`src/rtl/restoring_divider.sv`:
```
// Multi-cycle unsigned restoring divider: one quotient bit per clock, WIDTH+1 clocks from start to done.
// Optional macro RESTORING_DIVIDER_DBZ_EN: a zero divisor short-circuits to DONE in one clock and raises dbz.
module restoring_divider #(
  parameter int WIDTH = 8
) (
  input  logic             clk,
  input  logic             rst,
  input  logic             start,
  input  logic [WIDTH-1:0] A,
  input  logic [WIDTH-1:0] B,
  output logic [WIDTH-1:0] Q,
  output logic [WIDTH-1:0] R,
  output logic             busy,
  output logic             done,
  output logic             dbz,
  output logic [1:0]       state_dbg
);

  // Handshake: start is a request sampled on the rising edge and is accepted only
  // when busy is low (IDLE or DONE); done is a one-cycle strobe during which
  // Q, R and dbz describe the most recently accepted request.

  typedef enum logic [1:0] {
    IDLE = 2'd0,
    CALC = 2'd1,
    DONE = 2'd2
  } state_t;

  localparam int CW = $clog2(WIDTH + 1);

  state_t           state;
  state_t           state_nxt;
  logic [WIDTH-1:0] dvd;
  logic [WIDTH-1:0] dsr;
  logic [WIDTH-1:0] rem;
  logic [CW-1:0]    cnt;
  logic             dbz_q;

  logic             accept;
  logic             zero_div;
  logic             last_step;
  logic [WIDTH:0]   rem_sh;
  logic             q_bit;
  logic [WIDTH-1:0] rem_step;
  logic [WIDTH-1:0] dvd_step;

`ifdef RESTORING_DIVIDER_DBZ_EN
  assign zero_div = (B == '0);
`else
  assign zero_div = 1'b0;
`endif

  assign accept    = start && (state != CALC);
  assign last_step = (cnt == CW'(1));

  // The shifted partial remainder is always below 2*divisor, so a WIDTH-bit
  // subtraction is exact whenever the trial is non-negative.
  always_comb begin
    rem_sh   = {rem, dvd[WIDTH-1]};
    q_bit    = (rem_sh >= {1'b0, dsr});
    rem_step = q_bit ? (rem_sh[WIDTH-1:0] - dsr) : rem_sh[WIDTH-1:0];
    dvd_step = {dvd[WIDTH-2:0], q_bit};
  end

  always_ff @(posedge clk or posedge rst) begin
    if (rst) begin
      state <= IDLE;
    end else begin
      state <= state_nxt;
    end
  end

  always_comb begin
    state_nxt = state;
    case (state)
      IDLE: begin
        if (start) state_nxt = zero_div ? DONE : CALC;
      end
      CALC: begin
        if (last_step) state_nxt = DONE;
      end
      DONE: begin
        if (start) state_nxt = zero_div ? DONE : CALC;
        else       state_nxt = IDLE;
      end
      default: state_nxt = IDLE;
    endcase
  end

  always_ff @(posedge clk or posedge rst) begin
    if (rst) begin
      dvd   <= '0;
      dsr   <= '0;
      rem   <= '0;
      cnt   <= '0;
      Q     <= '0;
      R     <= '0;
      dbz_q <= 1'b0;
    end else if (accept) begin
      dvd <= A;
      dsr <= B;
      rem <= '0;
      cnt <= CW'(WIDTH);
      if (zero_div) begin
        Q     <= '1;
        R     <= A;
        dbz_q <= 1'b1;
      end
    end else if (state == CALC) begin
      dvd <= dvd_step;
      rem <= rem_step;
      cnt <= cnt - CW'(1);
      if (last_step) begin
        Q     <= dvd_step;
        R     <= rem_step;
        dbz_q <= 1'b0;
      end
    end
  end

  assign busy      = (state == CALC);
  assign done      = (state == DONE);
  // dbz_q only ever rises on the zero-divisor path; masking keeps it off outside done.
  assign dbz       = dbz_q & done;
  assign state_dbg = state;

endmodule

```
`config.mk`:
```
export PLATFORM = sky130hd
export DESIGN_NAME = restoring_divider
export DESIGN_NICKNAME = d
export VERILOG_FILES = /design/src/rtl/restoring_divider.sv
export SDC_FILE = /design/constraint.sdc
export NUM_CORES = 1
export LEC_CHECK = 0
export CORE_ASPECT_RATIO = 1.75
export CORE_MARGIN = 4
export CORE_UTILIZATION = 34
export DETAILED_ROUTE_END_ITERATION = 7
export GPL_ROUTABILITY_DRIVEN = 0
export HOLD_SLACK_MARGIN = 0.05
export MAX_ROUTING_LAYER = met4
export PLACE_DENSITY = 0.59
export RECOVER_POWER = 50
export SETUP_SLACK_MARGIN = 0.3
export SLEW_MARGIN = 20
export SYNTH_ARGS = -nofsm -noshare
export SYNTH_HDL_FRONTEND = slang
export SYNTH_SLANG_ARGS = --single-unit
```
`constraint.sdc`:
```
create_clock -name clk -period 2.6 [get_ports clk]
set_clock_uncertainty 0.2 [all_clocks]
set_input_delay 0.39 -clock clk [delete_from_list [all_inputs] [get_ports clk]]
set_output_delay 0.39 -clock clk [all_outputs]
set_load 0.01 [all_outputs]
```
==> metrics, run 1 <==
DRT iter0 DRCs=between 100 and 150; final worst-path cycle share=0.907; status=finished, final reports clean; crit path launch type=register; CTS HTree Levels=2; global-route wire length before repair=10,100 um; die span in y=122 um; Data required, critical path=between 2 and 3 ns; Vias/cell=5.25; Mapped Nets=284; Max Root-Sink Buffers=2; Post-synth ARST share=1.00; starting density of the core=0.349; GR Overflow Total=0; # rows=41; placed insts=374; post-synthesis sequential area ratio=0.460; Multi-input gate area=around 1300 um^2; Mapped Area=2500 um^2; Worst R2R Path Depth=9; Synth warnings=0; clk_lat worst skew=0.29 ns; GRT Resource Usage Total=0.151; cts bufs inserted=5; largest net degree at the start of global routing=30; CP delay by family, top=compound AO/OA/AOI/OAI gates; CTS tree=built; largest area contributor in the netlist=dfrtp_1; core area=7180 um^2; Post-route DRC=0; Setup TNS=0 ns; CP endpoint kind=register; Post-Route Utilization=0.447; number of fill cells=714; Cell Count, Final, Fillers Out=384; Syn Inst Count=254; setup violators final=0; fin. max-slew vios=0; Hold WC Path Type=reg -> reg; vias in the first global route=approximately 2,100; CTS clk-pin slew, worst paths=0.06 ns; Stages on worst setup path=9; area share of the largest cell type after synthesis=0.460; Die X=about 73 um; Slew Limit Headroom=0.486; Critical Path AT=2.37 ns; sequential standard cell area=1150 um^2; RSZ-0062 raised after global routing=yes; initial antenna violation count=0; fmax=424 MHz; largest incremental delay on the critical path=around 0.38 ns; total number of vias=2,015; slowest CP cell=dfrtp_1; Power Total=4.89 mW; Area growth syn-to-layout=28.2%; DRT Wirelength=a little under 6000 um; ANT cells=0; critical path peak fanout=2; EDFF count, synth=0; Synth area leaders=dfrtp_1 46%, nand2_1 6.4%, ha_1 5.0%, mux2_2 3.6%, o21ai_0 3.4%; DR WL/cell=15.4 um; Peak VDD IR=around 0.49 mV; DP HPWL=approximately 4300 um; Cell variety after synth=54; ANT nets after route=0; # port buffers=38; layout cell share with drive strength beyond 1=0.164; critical path class=reg -> reg; Avg Cell Area, Syn=~10 um^2; MaxCap Viol Count=0; CTS root buf=clkbuf_16; hold depth=2; die area=just under 9000 um^2; Leak=~1.4 nW; Hold Buf Count CTS=0; post-synthesis register bit count=46; number of I/O pins=40; first drt pass iteration count=4; fin crit period=2.36 ns; WP buf/inv=2; prevailing post-synth register cell=dfrtp_1; fin nets=328; CP Cell Sequence=inv_1 > ha_2 > inv_2 > fa_2 > a211o_4 > a2111oi_4 > a41oi_2 > a22o_1 > a21oi_1; Worst Max-Slew Pin Slew=0.770 ns; Fin. Hold Viols=0; pwr dens=1520 nW/um^2; clock sink count=46
## registers in the layout, summed over array words and instances, names as in the netlist
register and flops:
cnt 4, R 8, Q 8, state_dbg 2, dsr 8, dvd 8
rem 8
## cells in the final DEF (no fill, tap or decap), types with 6 or more instances in the layout
master	Yosys	final
o21ai_0	17	17
mux2i_1	7	7
buf_4	2	8
mux2_2	8	8
nand2_1	43	43
inv_1	14	13
a21oi_1	14	11
nor2_1	9	9
a31oi_1	6	6
dfrtp_1	46	46
ha_1	10	8
clkdlybuf4s50_1	0	36
nand3_1	10	10
## through the flow
stage | cell area (um^2) | setup slack, ns | hold WS, ns
after global routing | 3210 | 0.105 | 0.292
final | 3210 | 0.241 | 0.273
after floorplan | 2510 | 0.305 | 0.253
after global placement | 2980 | 0.222 | 0.258
after detailed placement | 2980 | 0.182 | 0.265
after CTS | 3150 | 0.308 | 0.224
## area by class of cell
class | instances | area share
Timing Repair Buffer | 49 | 0.141
Clock buffer | 6 | 0.0432
Inverter | 16 | 0.0187
Multi-Input combinational cell | 180 | 0.396
Tap cell | 86 | 0.0335
Sequential cell | 46 | 0.358
Clock inverter | 1 | 0.00935
## cells by family (layout without fill, tap and decap cells)
kind of cell / count (synthesis) / count (layout) / synth area share
mux: 15 / 15 / 0.0639
buf+inv: 28 / 72 / 0.0604
xor+xnor: 2 / 2 / 0.00699
other cells: 1 / 1 / 0.00150
simple gates: 86 / 86 / 0.170
fa+ha+maj: 11 / 11 / 0.0579
flops: 46 / 46 / 0.460
compound gates: 65 / 65 / 0.180
## report_power, final
| group | leakage (nW) | internal, mW | switching (mW) |
|---|---|---|---|
| Clock | 0.0829 | 0.474 | 0.267 |
| Sequential | 0.551 | 1.08 | 0.257 |
| Combinational | 0.787 | 1.31 | 1.50 |
| Total | 1.42 | 2.87 | 2.02 |
## routing by layer
metal	vias up	track usage	share of wire
met5	-	-	0
met4	0	0.0520	0.019
met3	11	0.0281	0.038
met2	43	0.265	0.53
met1	977	0.167	0.41
li1	984	-	-
## worst min-delay path, stage by stage, from the launching register on
cell and delay, ns:
dfrtp_1 0.34, nand2_1 0.05, nand2_1 0.05
## worst paths after layout
check	start	slack, ns	to
setup / recovery	dvd[7]$_DFFE_PP0P_	0.24	rem[6]$_DFFE_PP0P_
hold / removal	Q[7]$_DFFE_PP0P_	0.27	Q[7]$_DFFE_PP0P_
setup reg to reg	dvd[7]$_DFFE_PP0P_	0.24	rem[6]$_DFFE_PP0P_
hold reg to reg	Q[7]$_DFFE_PP0P_	0.27	Q[7]$_DFFE_PP0P_
max in group asynchronous	rst	0.56	state_dbg[0]$_DFFE_PP0P_
min in group asynchronous	rst	0.45	dvd[2]$_DFFE_PP0P_
## cells in the mapped netlist, types with 4 or more instances
| cell type | instances |
|---|---|
| dfrtp_1 | 46 |
| nand2_1 | 43 |
| o21ai_0 | 17 |
| a21oi_1 | 14 |
| inv_1 | 14 |
| ha_1 | 10 |
| nand3_1 | 10 |
| nor2_1 | 9 |
| mux2_2 | 8 |
| mux2i_1 | 7 |
| a31oi_1 | 6 |
| nand4_1 | 5 |
| o31ai_1 | 4 |
## repair_timing
action,4_1_cts,5_1_grt
setup endpoints to repair,2,14
buffers inserted,1,2
endpoints found under the hold margin,0,0
gates resized for setup,0,13
pin swaps,2,3
Power figures use the tool's default switching activity.
==> run 2, diff against run 1 <==
- CTS_CLUSTER_SIZE: unset -> 8
==> results of run 2 <==
No change in the layout: final DEF, timing and power equal those of run 1.
==> run 3, diff against run 2 <==
- ABC_AREA: unset -> 1
==> metrics, run 3 <==
status=finished, final reports clean; EDFF count, synth=0 (unchanged); final worst-path cycle share=0.844 (-0.0634); critical path peak fanout=14 (+12); adder-cell share of the synthesized area=0.0590 (+0.00106); cts bufs inserted=5 (unchanged); Synth area leaders=dfrtp_1 47%, nand2_1 15%, inv_1 6.0%, ha_1 5.1%, nand3_1 4.5%; GR Overflow Total=0 (unchanged); area share of the largest cell type after synthesis=0.468 (+0.00841); Worst R2R Path Depth=7 (-2); critical path class=reg -> reg; layout cell share with drive strength beyond 1=0.0853 (-0.0791); die area=8710 um^2 (-1.6%); post-synthesis register bit count=46 (unchanged); Post-synth ARST share=1.00 (unchanged); post-synthesis sequential area ratio=0.468 (+0.00841); RSZ-0062 raised after global routing=no; fin nets=369 (+13%); post-synthesis mux area share=0 (-0.0639); largest area contributor in the netlist=dfrtp_1; Fin. Hold Viols=0 (unchanged); Post-CTS Setup Bufs=0 (-1); post_cts resized=1 (+1); XOR/XNOR Fraction of Synth Area=0.0107 (+0.00369); Synth warnings=0 (unchanged); fmax=456 MHz (+7.5%); DP HPWL=4450 um (+3.7%); CP endpoint kind=register; DRT iter0 DRCs=121 (+4.3%); CTS clk-pin slew, worst paths=0.06 ns (about the same); Post-route DRC=0 (unchanged); Syn Inst Count=299 (+18%); ANT nets after route=0 (unchanged); Cell variety after synth=32 (-41%); largest net degree at the start of global routing=47 (+57%); clk_lat worst skew=0.29 ns (about the same); Vias/cell=4.71 (-10%); Worst Max-Slew Pin Slew=1.11 ns (+0.342 ns); prevailing post-synth register cell=dfrtp_1; Simple-Gate Fraction of Synth Area=0.292 (+0.122); crit path launch type=register; die span in y=121 um (-0.84%); DR WL/cell=13.6 um (-12%); # port buffers=38 (unchanged); most common cell after layout, fill and taps aside=nand2_1; top-count cell post-synth=nand2_1; Commonest cells post-synth=100 x nand2_1, 46 x dfrtp_1, 39 x inv_1, 22 x nand3_1, 18 x o21ai_0; initial antenna violation count=0 (unchanged); Hold WC Path Type=reg -> reg; GRT Resource Usage Total=0.152 (+0.00146); CTS HTree Levels=2 (unchanged); hold depth=2 (unchanged); main combinational cell family by area after synthesis=simple AND/OR/NAND/NOR gates; total number of vias=1,998 (-0.84%); Area growth syn-to-layout=24.6%; starting density of the core=0.354 (+0.00482); Min Hold Slack=0.282 ns (+0.00915 ns); Mapped Area=2460 um^2 (-1.8%); vias in the first global route=2,187 (+3.7%); MaxCap Viol Count=0 (unchanged); most frequent cells in the layout=99 x nand2_1, 46 x dfrtp_1, 38 x inv_1; Mapped Nets=329 (+16%); Die X=72.3 um (-0.81%); # rows=40 (-2.4%); Leak=1.51 nW (+6.5%); Avg Cell Area, Syn=8.23 um^2 (-17%); global-route wire length before repair=10,100 um (+0.34%); number of I/O pins=40 (unchanged); fin. max-slew vios=0 (unchanged); CTS tree=built; Setup TNS=0 ns (unchanged); setup violators final=0 (unchanged); CTS root buf=clkbuf_16; number of fill cells=680 (-4.8%); Slew Limit Headroom=0.258 (-0.228); core area=6960 um^2 (-3.1%); Hold Buf Count CTS=0 (unchanged); clock sink count=46 (unchanged); DRT Wirelength=5760 um (-2.5%); fin crit period=2.19 ns (-0.165 ns); Compound-Gate Fraction of Synth Area=0.0809 (-0.0989); Peak VDD IR=0.715 mV (+47%); first drt pass iteration count=4 (unchanged); pwr dens=1520 nW/um^2 (-0.43%); Max Root-Sink Buffers=2 (unchanged); Critical Path AT=2.13 ns (-0.24 ns); Data required, critical path=2.54 ns (-0.07 ns); ANT cells=0 (unchanged)
==> run 3: cell types whose count changed after synthesis, moves of 4 or more <==
cell / previous run / this run
a31oi_1: 6 / 1
nand2_1: 43 / 100
inv_1: 14 / 39
mux2i_1: 7 / 0
nand2_2: 0 / 10
a21oi_1: 14 / 2
o31ai_1: 4 / 0
mux2_2: 8 / 0
o221ai_1: 0 / 7
buf_2: 1 / 6
nand3_1: 10 / 22
==> run 3: logic make-up after synthesis <==
family	count (synthesis)
and+or+nand+nor	156
adders and majority gates	11
AOI/OAI and AO/OA	33
xor gates and xnor gates	3
other	1
buffers and inverters	49
DFF	46
==> run 3: worst paths after layout <==
check,from,endpoint,slack [ns]
worst max register to register,state_dbg[1]$_DFFE_PP0P_,dvd[5]$_DFFE_PP0P_,0.41
worst max-delay path,state_dbg[1]$_DFFE_PP0P_,dvd[5]$_DFFE_PP0P_,0.41
worst min-delay path,R[6]$_DFFE_PP0P_,R[6]$_DFFE_PP0P_,0.28
min in group asynchronous,rst,Q[2]$_DFFE_PP0P_,0.70
worst min register to register,R[6]$_DFFE_PP0P_,R[6]$_DFFE_PP0P_,0.28
max in group asynchronous,rst,state_dbg[1]$_DFFE_PP0P_,0.82
==> run 3: power by group <==
group	total, mW	leakage, nW	internal, mW	switching, mW
clock	0.718	0.0781	0.455	0.264
combinational	2.66	0.871	1.07	1.60
sequential	1.27	0.564	1.07	0.191
total	4.65	1.51	2.59	2.05
==> run 3: critical path, cell delays in order, from the launching register on <==
cell and delay (ns):
dfrtp_1 0.37, inv_1 0.08, nand2_2 0.15, inv_1 0.15, clkbuf_1 0.58, nor2_4 0.04
inv_1 0.29, o221ai_1 0.18
==> run 3: metrics by stage <==
step | cells | instance area, um^2 | util | power [mW] | worst slack [ns]
2_1_floorplan | 299 | 2460 | - | 3.21 | 0.776
3_3_place_gp | 416 | 2910 | 0.419 | 3.96 | 0.571
3_5_place_dp | 416 | 2910 | 0.419 | 3.99 | 0.535
4_1_cts | 424 | 3080 | 0.442 | 4.73 | 0.382
5_1_grt | 424 | 3060 | 0.440 | 5.13 | 0.202
6_report | 424 | 3060 | 0.440 | 4.65 | 0.406
==> run 3: area by class of cell <==
cell class	count	area, um^2	area share
sequential	46	1150	0.376
inverter	39	146	0.0478
multi-input combinational	204	1090	0.357
clock inverter	1	30.0	0.00980
timing repair buffer	43	404	0.132
tap	84	105	0.0343
clock buffer	7	133	0.0433
==> run 3: layer usage <==
| layer | vias up | routed length, um | track usage |
|---|---|---|---|
| met5 | - | 0 | - |
| met4 | 0 | 284 | 0.0800 |
| met3 | 17 | 176 | 0.0258 |
| met2 | 48 | 3060 | 0.269 |
| met1 | 913 | 2240 | 0.156 |
| li1 | 1020 | - | - |
